`src/rtl/dsp_bus_qualifier.sv`:
```
// rtl/dsp_bus_qualifier.sv - DSP parallel-bus front end: strobe sync, glitch filter, qualified read/write pulses
module dsp_bus_qualifier #(
    parameter int SYNC_STAGES   = 2,
    parameter int SETTLE_CYCLES = 2
) (
    input  logic        xclk,
    input  logic        reset,
    input  logic        cs_n,
    input  logic        rd_n,
    input  logic        we_n,
    input  logic [7:0]  ab_pins,
    input  logic [15:0] db_pins_in,
    output logic [7:0]  ab,
    output logic [15:0] db_in,
    output logic        read_qualified,
    output logic        write_qualified,
    output logic        db_oe,
    output logic        bus_error
);

    typedef enum logic [1:0] {ST_IDLE, ST_SETTLE, ST_QUAL, ST_WAIT_RELEASE} state_t;
    typedef enum logic [1:0] {KIND_NONE, KIND_RD, KIND_WR} kind_t;

    localparam logic [3:0] SETTLE_N = 4'(SETTLE_CYCLES);

    logic [SYNC_STAGES-1:0] cs_sync_q, cs_sync_d;
    logic [SYNC_STAGES-1:0] rd_sync_q, rd_sync_d;
    logic [SYNC_STAGES-1:0] we_sync_q, we_sync_d;
    logic [SYNC_STAGES-1:0] sync_valid_q, sync_valid_d;

    state_t      state_q, state_d;
    kind_t       kind_q, kind_d;
    logic [3:0]  cnt_q, cnt_d;
    logic [7:0]  ab_q, ab_d;
    logic [15:0] db_in_q, db_in_d;
    logic        read_qual_q, read_qual_d;
    logic        write_qual_q, write_qual_d;
    logic        db_oe_q, db_oe_d;
    logic        bus_error_q, bus_error_d;

    logic cs_s, rd_s, we_s;
    logic rd_act, wr_act, conflict, same_act, released;

    assign cs_s = cs_sync_q[SYNC_STAGES-1];
    assign rd_s = rd_sync_q[SYNC_STAGES-1];
    assign we_s = we_sync_q[SYNC_STAGES-1];

    assign rd_act   = !cs_s && !rd_s &&  we_s;
    assign wr_act   = !cs_s && !we_s &&  rd_s;
    assign conflict = !cs_s && !rd_s && !we_s;
    assign same_act = (kind_q == KIND_RD && rd_act) || (kind_q == KIND_WR && wr_act);

    // KIND_NONE (after reset or a conflict) waits for both strobes, so a strobe held across reset is never qualified.
    assign released = cs_s
                   || (kind_q == KIND_RD   && rd_s)
                   || (kind_q == KIND_WR   && we_s)
                   || (kind_q == KIND_NONE && rd_s && we_s);

    always_comb begin
        cs_sync_d    = {cs_sync_q[SYNC_STAGES-2:0], cs_n};
        rd_sync_d    = {rd_sync_q[SYNC_STAGES-2:0], rd_n};
        we_sync_d    = {we_sync_q[SYNC_STAGES-2:0], we_n};
        sync_valid_d = {sync_valid_q[SYNC_STAGES-2:0], 1'b1};

        state_d      = state_q;
        kind_d       = kind_q;
        cnt_d        = cnt_q;
        ab_d         = ab_q;
        db_in_d      = db_in_q;
        read_qual_d  = 1'b0;
        write_qual_d = 1'b0;
        db_oe_d      = db_oe_q;
        // The all-asserted reset value of the synchroniser is not a real conflict; ignore it until flushed.
        bus_error_d  = bus_error_q | (conflict & sync_valid_q[SYNC_STAGES-1]);

        case (state_q)
            ST_IDLE: begin
                if (rd_act || wr_act) begin
                    state_d = ST_SETTLE;
                    kind_d  = rd_act ? KIND_RD : KIND_WR;
                    cnt_d   = 4'd1;
                end else if (conflict) begin
                    state_d = ST_WAIT_RELEASE;
                    kind_d  = KIND_NONE;
                end
            end
            ST_SETTLE: begin
                if (same_act) begin
                    if (cnt_q == SETTLE_N) begin
                        state_d = ST_QUAL;
                        ab_d    = ab_pins;
                        if (kind_q == KIND_WR) begin
                            db_in_d      = db_pins_in;
                            write_qual_d = 1'b1;
                        end else begin
                            read_qual_d = 1'b1;
                            db_oe_d     = 1'b1;
                        end
                    end else begin
                        cnt_d = cnt_q + 4'd1;
                    end
                end else if (conflict) begin
                    state_d = ST_WAIT_RELEASE;
                    kind_d  = KIND_NONE;
                end else begin
                    state_d = ST_IDLE;
                end
            end
            ST_QUAL: begin
                state_d = ST_WAIT_RELEASE;
            end
            ST_WAIT_RELEASE: begin
                if (released) begin
                    state_d = ST_IDLE;
                    db_oe_d = 1'b0;
                end else if (kind_q == KIND_RD && !we_s) begin
                    db_oe_d = 1'b0;
                end
            end
            default: state_d = ST_WAIT_RELEASE;
        endcase
    end

    always_ff @(posedge xclk) begin
        if (reset) begin
            cs_sync_q    <= '0;
            rd_sync_q    <= '0;
            we_sync_q    <= '0;
            sync_valid_q <= '0;
            state_q      <= ST_WAIT_RELEASE;
            kind_q       <= KIND_NONE;
            cnt_q        <= 4'd0;
            ab_q         <= 8'h00;
            db_in_q      <= 16'h0000;
            read_qual_q  <= 1'b0;
            write_qual_q <= 1'b0;
            db_oe_q      <= 1'b0;
            bus_error_q  <= 1'b0;
        end else begin
            cs_sync_q    <= cs_sync_d;
            rd_sync_q    <= rd_sync_d;
            we_sync_q    <= we_sync_d;
            sync_valid_q <= sync_valid_d;
            state_q      <= state_d;
            kind_q       <= kind_d;
            cnt_q        <= cnt_d;
            ab_q         <= ab_d;
            db_in_q      <= db_in_d;
            read_qual_q  <= read_qual_d;
            write_qual_q <= write_qual_d;
            db_oe_q      <= db_oe_d;
            bus_error_q  <= bus_error_d;
        end
    end

    assign ab              = ab_q;
    assign db_in           = db_in_q;
    assign read_qualified  = read_qual_q;
    assign write_qualified = write_qual_q;
    assign db_oe           = db_oe_q;
    assign bus_error       = bus_error_q;

endmodule
```
`config.mk`:
```
export PLATFORM = sky130hd
export DESIGN_NAME = dsp_bus_qualifier
export DESIGN_NICKNAME = d
export VERILOG_FILES = /design/src/rtl/dsp_bus_qualifier.sv
export SDC_FILE = /design/constraint.sdc
export NUM_CORES = 1
export LEC_CHECK = 0
export CAP_MARGIN = 5
export CORE_ASPECT_RATIO = 0.6
export CORE_UTILIZATION = 45
export CTS_CLUSTER_SIZE = 16
export DETAILED_ROUTE_END_ITERATION = 6
export PLACE_DENSITY = 0.83
export SLEW_MARGIN = 40
export SYNTH_ARGS = -nofsm -noshare
export SYNTH_HDL_FRONTEND = slang
export SYNTH_SLANG_ARGS = --single-unit
```
`constraint.sdc`:
```
create_clock -name xclk -period 1.7 [get_ports xclk]
set_input_delay 0.34 -clock xclk [delete_from_list [all_inputs] [get_ports xclk]]
set_output_delay 0.34 -clock xclk [all_outputs]
set_load 0.005 [all_outputs]
```
==> results of run 1 <==
==> area by class of cell <==
cell class,count,area [µm²],share of cell area
inverter,5,18.8,0.00741
clock buffer,5,68.8,0.0272
sequential,44,881,0.348
clock inverter,3,42.5,0.0168
timing repair buffer,69,658,0.260
multi-input combinational,138,806,0.318
tap,47,58.8,0.0232
==> logic make-up after synthesis <==
kind of cell	after synthesis	share of synthesized area
AOI/OAI and AO/OA	38	0.132
adders and majority gates	2	0.0142
buffers and inverters	19	0.0484
muxes	8	0.0456
DFF	44	0.501
and+or+nand+nor	89	0.253
xor gates and xnor gates	1	0.00499
==> cell usage in the layout, fill, tap and decap left out, types with 2 or more instances in the layout <==
| master | n |
|---|---|
| and4bb_2 | 2 |
| clkdlybuf4s50_1 | 56 |
| nand2_1 | 42 |
| nor2_1 | 15 |
| or3_1 | 2 |
| nor2b_1 | 8 |
| ha_1 | 2 |
| nor3_1 | 3 |
| nor4_1 | 3 |
| dfxtp_1 | 44 |
| nor3b_1 | 3 |
| nand3_1 | 2 |
| clkbuf_8 | 5 |
| o21ai_0 | 5 |
| o31a_1 | 2 |
| mux2i_1 | 8 |
| buf_4 | 13 |
| inv_1 | 5 |
| a21oi_1 | 23 |
==> sequential cells by signal, summed over array words and instances (netlist names) <==
signal and count:
cs_sync_q 2, bus_error 1, read_qualified 1, cnt_q 4, kind_q 2, db_in 16, rd_sync_q 2, db_oe 1
we_sync_q 2, sync_valid_q 2, state_q 2, ab 8, write_qualified 1
==> power breakdown <==
part | leakage (nW) | switching, mW | internal, mW | total (mW)
Combinational | 0.570 | 0.0843 | 0.123 | 0.207
Sequential | 0.357 | 0.0249 | 1.05 | 1.08
Clock | 0.0541 | 0.354 | 0.435 | 0.789
Total | 0.981 | 0.463 | 1.61 | 2.07
==> per-layer routing <==
metal / up-vias / share of wire
met5: - / 0
met4: 0 / 0.0097
met3: 5 / 0.086
met1: 720 / 0.49
li1: 805 / -
met2: 54 / 0.41
==> metrics by stage <==
stage	std cells	area [µm²]	hold slack, ps	power [mW]
3_5_place_dp	303	2410	425	1.30
2_1_floorplan	201	1760	414	1.20
5_1_grt	311	2530	466	2.17
6_report	311	2530	440	2.07
4_1_cts	311	2520	444	2.09
3_3_place_gp	303	2410	417	1.30
==> worst min-delay path by stage <==
stage	startpoint	end	slack, ps	cells past startpoint
after floorplan	cs_sync_q[0]	cs_sync_q[1]	410	1
after global placement	we_sync_q[0]	we_sync_q[1]	420	1
after detailed placement	cs_sync_q[0]	cs_sync_q[1]	420	1
after CTS	cs_sync_q[0]	cs_sync_q[1]	440	1
after global routing	rd_sync_q[0]	rd_sync_q[1]	470	1
final	we_sync_q[0]	we_sync_q[1]	440	1
==> metrics.yaml, run 1 <==
r2r-end: "cnt_q[3]"
final.setup.worst_slack_ps: 138
rrSetupSlack_ps: 140
antenna_cells: 0
ctsRootBufferMaster: "clkbuf_8"
place.gp.congestion: 0.910
ys_async_sr_fraction: 0
drive_gt1_frac: 0.106
netlist_instances: 201
worst_pin_slew_ps: 427
synth_seq_area_share: 0.501
arrival_ps: 1800
synth_enable_flop_cells: 0
insertion_delay_ps: 300
fin_crit_sh: 0.919
cp_max_fo: 10
dp_hpwl_um: 2890
areaGrowthSynthToFinish_pct: 44.2
yosysWarnings: 0
synth_most_common_cell: "dfxtp_1"
leakagePower_nw: 0.981
startpoint: "cnt_q[0]"
grt_usage: 0.211
vdd_ir_drop_max_uv: 542
grt.busiest_layer: "met2"
postRouteAntennaNets: 0
drt_pass1_iterations: 6
numCtsBuffers: 5
grt_start_max_net_pins: 20
synth_area_um2: 1760
die_w_um: 82.7
grtUsageMet1: 0.282
cp_num_cells: 6
cts_sinks: 44
cp-end-kind: "flip-flop"
cap_violations: 0
grt_pass1_wl_um: 6530
fillCellCount: 318
wl_per_cell_um: 12.5
holdBufCountCts: 0
finalSetupViolCount: 0
r2r-start: "cnt_q[0]"
boundaryPins: 57
yosys.area.top_type: "dfxtp_1"
crit_family: "simple AND/OR/NAND/NOR gates"
drc: 0
fin_util: 0.685
synth_area_per_cell_um2: 8.74
synth_commonest_cells: "dfxtp_1 (44), nand2_1 (42), a21oi_1 (23)"
fin_nets: 294
postCtsSetupBuffers: 0
via_per_inst: 5.09
ff2ff_path_depth: 6
power.density_nw_per_um2: 818
skew_ps: 4.21
port_buffers: 56
dp_slack_ps: 76.0
fp.dieArea_um2: 4170
hold_class: "flip-flop to flip-flop"
synth_area_leaders: "dfxtp_1 (50%), nand2_1 (9.0%), a21oi_1 (6.6%), mux2i_1 (4.6%), nor2_1 (3.2%)"
dr_total_vias: 1584
clk_pin_slew_ps: 80
drtIter0Drc: 100
fin_tns_setup_ps: 0
syn_nets: 232
yosysUniqueCellTypes: 38
antenna_found_initial: 0
worstSetupPathType: "flip-flop to flip-flop"
crit_buf_inv: 1
netlist.area_leader.share: 0.501
initial_core_util: 0.475
timing.final.max_slew_violations: 0
outcome: "completed"
rsz0062_at_grt: "false"
ctsResizeCount: 0
slowest_delay_ps: 390
fmax_mhz: 640
crit_chain: "inv_1 -> ha_1 -> nand2b_1 -> o221ai_2 -> or3_1 -> a21oi_1"
min_period_ps: 1560
grt_util_met3: 0.0818
grt_pass1_vias: 1454
cts_tree: "built"
synth-seq-cells: 44
h-tree-depth: 2
hold_viol_final: 0
cp-endpoint: "cnt_q[3]"
slowest_stage: "or3_1"
overflow: 0
required_ps: 1930
cts.path.max_buffers: 2
fp.dieH_um: 50.4
slew_headroom: 0.715
coreArea_um2: 3700
wl_um: 3900
rows: 17
synth_ff_type: "dfxtp_1"
grt_use_met2: 0.318
startpoint_type: "flip-flop"
Note: power is estimated with default switching activity, not from simulation.
==> run 2, diff against run 1 <==
CELL_PAD_IN_SITES_DETAIL_PLACEMENT = 2   (was default)
CELL_PAD_IN_SITES_GLOBAL_PLACEMENT = 2   (was default)
CORE_UTILIZATION = 26   (was 45)
PLACE_DENSITY = 0.84   (was 0.83)
==> metrics.yaml, run 2 (same netlist as run 1, synthesis figures left out) <==
outcome: "completed"
drive_gt1_frac: 0.152
fmax_mhz: 627
h-tree-depth: 2
startpoint_type: "flip-flop"
fp.dieH_um: 65.7
port_buffers: 56
drc: 0
coreArea_um2: 6300
ctsRootBufferMaster: "clkbuf_8"
numCtsBuffers: 5
clock_power_share: 0.401
crit_family: "simple AND/OR/NAND/NOR gates"
timing.final.max_slew_violations: 0
p_switching_mw: 0.526
overflow: 0
grt_pass1_wl_um: 9550
p_int_mw: 1.67
antenna_found_initial: 0
arrival_ps: 1840
dp_hpwl_um: 4460
swShare: 0.239
vdd_ir_drop_max_uv: 309
initial_core_util: 0.279
clk_pin_slew_ps: 100
fin_crit_sh: 0.938
final_common_cell: "clkdlybuf4s50_1"
p_seq_frac: 0.489
fp.dieArea_um2: 7100
final_cell_mix: "clkdlybuf4s50_1 (56), nand2_1 (42), dfxtp_1 (41)"
slowest_stage: "or3_1"
dp.cells: 345
finalSetupViolCount: 0
min_period_ps: 1590
fin_cells: 353
power.density_nw_per_um2: 821
wl_per_cell_um: 17.1
grt_usage: 0.182
drtIter0Drc: 48
antenna_cells: 0
rsz0062_at_grt: "false"
boundaryPins: 57
largest_reg_flops: 16
insertion_delay_ps: 310
crit_buf_inv: 1
pwr-share-comb: 0.110
postRouteAntennaNets: 0
leakagePower_nw: 1.02
worstSetupPathType: "flip-flop to flip-flop"
wl_um: 6020
cp-end-kind: "flip-flop"
die_w_um: 108
cap_violations: 0
skew_ps: 12.0
worst_pin_slew_ps: 500
cp_max_fo: 10
cts.path.max_buffers: 2
cts_tree: "built"
grt_pass1_vias: 1804
fin_nets: 299
cts_sinks: 44
grt_start_max_net_pins: 25
required_ps: 1950
slew_headroom: 0.667
hold_viol_final: 0
rows: 22
whs_ps: 451
crit_chain: "inv_2 -> ha_4 -> nand2b_1 -> o221ai_2 -> or3_1 -> a21oi_1"
drt_pass1_iterations: 4
areaGrowthSynthToFinish_pct: 52.4
via_per_inst: 4.70
hold_class: "flip-flop to flip-flop"
slowest_delay_ps: 420
dr_total_vias: 1659
postCtsSetupBuffers: 0
rrSetupSlack_ps: 110
place.gp.congestion: 0.797
run 2: cell count changes in the layout (fill, tap and decap cells not counted), moves of 2 or more:
cell     delta
dfxtp_1     -3
buf_6       +2
buf_4       +2
dfxtp_2     +3
run 2: final timing paths:
path                                   start            to  depth (start not counted)
worst min-delay path            cs_sync_q[0]  cs_sync_q[1]                          1
worst max-delay path                cnt_q[0]      cnt_q[3]                          6
worst max register to register      cnt_q[0]      cnt_q[3]                          6
worst min register to register  cs_sync_q[0]  cs_sync_q[1]                          1
run 2: repair_timing:
item                                    CTS  global route
endpoints found under the setup margin   16            21
hold buffers                              0             0
pin swaps                                 0             1
resized for setup                         2            11
gates cloned                              0             0
endpoints found under the hold margin     0             0
run 2: stage by stage:
step | TNS [ps] | power (mW) | instance area [µm²] | util | setup WS, ps
after floorplan | 0 | 1.20 | 1760 | - | 156
after global placement | 0 | 1.32 | 2500 | 0.397 | 109
after detailed placement | -31.0 | 1.33 | 2500 | 0.397 | -31.0
after CTS | 0 | 2.22 | 2640 | 0.419 | 2.47
after global routing | 0 | 2.30 | 2680 | 0.425 | 24.1
final | 0 | 2.20 | 2680 | 0.425 | 105
run 2: layout make-up:
class | count | area (µm²)
clock buffers | 6 | 82.6
clock inverters | 2 | 38.8
fillers | 685 | 3630
inverters | 5 | 18.8
multi-input cells | 138 | 831
flip-flops and latches | 44 | 885
well taps | 84 | 105
repair buffers | 74 | 716
run 2: power groups by stage:
stage	Sequential [mW]	Clock, mW	Combinational, mW
2_1_floorplan	1.08	0	0.117
3_3_place_gp	1.09	0	0.228
3_5_place_dp	1.10	0	0.235
4_1_cts	1.07	0.905	0.240
5_1_grt	1.08	0.957	0.263
6_report	1.07	0.881	0.243
run 2: routing by layer:
metal / share of wire / GRT usage / vias up
met5: 0 / 0 / -
met4: 0.011 / 0.0565 / 0
met3: 0.062 / 0.0575 / 7
met2: 0.46 / 0.302 / 46
met1: 0.46 / 0.225 / 797
li1: - / - / 809
==> run 3, diff against run 2 <==
SLEW_MARGIN = default   (was 40)
clock period = 1.8 ns   (was 1.7 ns; I/O delays follow)
==> metrics.yaml, run 3 (same netlist as run 1, synthesis figures left out) <==
cp-end-kind: "flip-flop"
hold_class: "flip-flop to flip-flop"
swShare: 0.239
grt_util_met3: 0.0556
cp_max_fo: 10
largest_reg_flops: 16
die_w_um: 108
fmax_mhz: 586
p_seq_frac: 0.536
fin_nets: 293
hold_viol_final: 0
port_buffers: 56
pwr-share-comb: 0.122
fp.dieArea_um2: 7100
crit_chain: "and4bb_2 -> o221ai_4 -> or3_1 -> a21oi_1"
min_period_ps: 1710
arrival_ps: 1920
dp_slack_ps: -28.8
final.setup.worst_slack_ps: 93.3
cap_violations: 0
ctsRootBufferMaster: "clkbuf_8"
vdd_ir_drop_max_uv: 287
required_ps: 2010
postRouteAntennaNets: 0
via_per_inst: 4.77
worst_pin_slew_ps: 349
boundaryPins: 57
fillCellCount: 689
antenna_found_initial: 0
dp_hpwl_um: 4200
worstSetupPathType: "flip-flop to flip-flop"
crit_family: "simple AND/OR/NAND/NOR gates"
power.density_nw_per_um2: 730
grtUsageMet1: 0.207
antenna_cells: 0
outcome: "completed"
place.gp.congestion: 0.770
rows: 22
wl_per_cell_um: 16.1
p_int_mw: 1.43
initial_core_util: 0.279
grt_start_max_net_pins: 26
slowest_delay_ps: 510
cts_sinks: 44
crit_buf_inv: 0
areaGrowthSynthToFinish_pct: 46.8
p_switching_mw: 0.451
grt.busiest_layer: "met2"
slew_headroom: 0.767
grt_usage: 0.162
final_common_cell: "clkdlybuf4s50_1"
numCtsBuffers: 5
cts.path.max_buffers: 2
drc: 0
startpoint_type: "flip-flop"
slowest_stage: "dfxtp_1"
overflow: 0
insertion_delay_ps: 290
grt_pass1_vias: 1732
grt_pass1_wl_um: 8530
coreArea_um2: 6300
h-tree-depth: 2
grt_use_met2: 0.264
whs_ps: 451
clk_pin_slew_ps: 80
fp.dieH_um: 65.7
cts_tree: "built"
final_cell_mix: "clkdlybuf4s50_1 (56), dfxtp_1 (44), nand2_1 (42)"
skew_ps: 4.87
leakagePower_nw: 0.966
postCtsSetupBuffers: 0
drt_pass1_iterations: 4
finalSetupViolCount: 0
holdBufCountCts: 0
drive_gt1_frac: 0.0989
wl_um: 5600
drtIter0Drc: 51
timing.final.max_slew_violations: 0
clock_power_share: 0.342
fin_crit_sh: 0.948
dr_total_vias: 1656
==> run 3: cell types whose count changed in the layout (fill, tap and decap cells not counted), sizes merged <==
cell | previous run | this run
clkinvlp | 0 | 1
buf | 18 | 12
bufinv | 1 | 0
clkinv | 1 | 0
clkbuf | 6 | 7
==> run 3: layout make-up <==
| type | instances | area [µm²] | share of cell area |
|---|---|---|---|
| sequential | 44 | 881 | 0.342 |
| multi-input combinational | 138 | 817 | 0.317 |
| timing repair buffer | 68 | 663 | 0.257 |
| tap | 84 | 105 | 0.0408 |
| clock buffer | 7 | 86.3 | 0.0335 |
| inverter | 5 | 18.8 | 0.00728 |
| clock inverter | 1 | 7.51 | 0.00291 |
==> run 3: repair_timing <==
action / CTS / global route
resized for setup: 1 / 2
gates cloned: 0 / 0
setup endpoints to repair: 2 / 16
==> run 3: path summary, 6_finish.rpt <==
| kind | startpoint | to | slack [ps] | depth (start not counted) |
|---|---|---|---|---|
| max | kind_q[1] | cnt_q[3] | 90 | 4 |
| min | cs_sync_q[0] | cs_sync_q[1] | 450 | 1 |
| max reg2reg | kind_q[1] | cnt_q[3] | 90 | 4 |
| min reg2reg | cs_sync_q[0] | cs_sync_q[1] | 450 | 1 |
==> run 3: power by group through the flow <==
| stage | sequential [mW] | clock [mW] | combinational [mW] |
|---|---|---|---|
| global route | 1.01 | 0.711 | 0.247 |
| finish | 1.01 | 0.644 | 0.229 |
| floorplan | 1.02 | 0 | 0.111 |
| CTS | 1.01 | 0.670 | 0.225 |
| detailed placement | 1.03 | 0 | 0.224 |
| global placement | 1.03 | 0 | 0.216 |
==> run 3: stage by stage <==
| step | cell area, µm² | util | total power [mW] | setup TNS [ps] | std cells |
|---|---|---|---|---|---|
| 2_1_floorplan | 1760 | - | 1.13 | 0 | 201 |
| 3_3_place_gp | 2460 | 0.390 | 1.25 | 0 | 339 |
| 3_5_place_dp | 2460 | 0.390 | 1.25 | -34.8 | 339 |
| 4_1_cts | 2560 | 0.406 | 1.90 | 0 | 347 |
| 5_1_grt | 2580 | 0.409 | 1.97 | -30.7 | 347 |
| 6_report | 2580 | 0.409 | 1.88 | 0 | 347 |
==> run 3: layer usage <==
layer | routed length (µm) | vias to the layer above | part of all wire
li1 | - | 798 | -
met1 | 2590 | 803 | 0.46
met2 | 2550 | 51 | 0.46
met3 | 414 | 4 | 0.074
met4 | 42 | 0 | 0.0075
met5 | 0 | - | 0
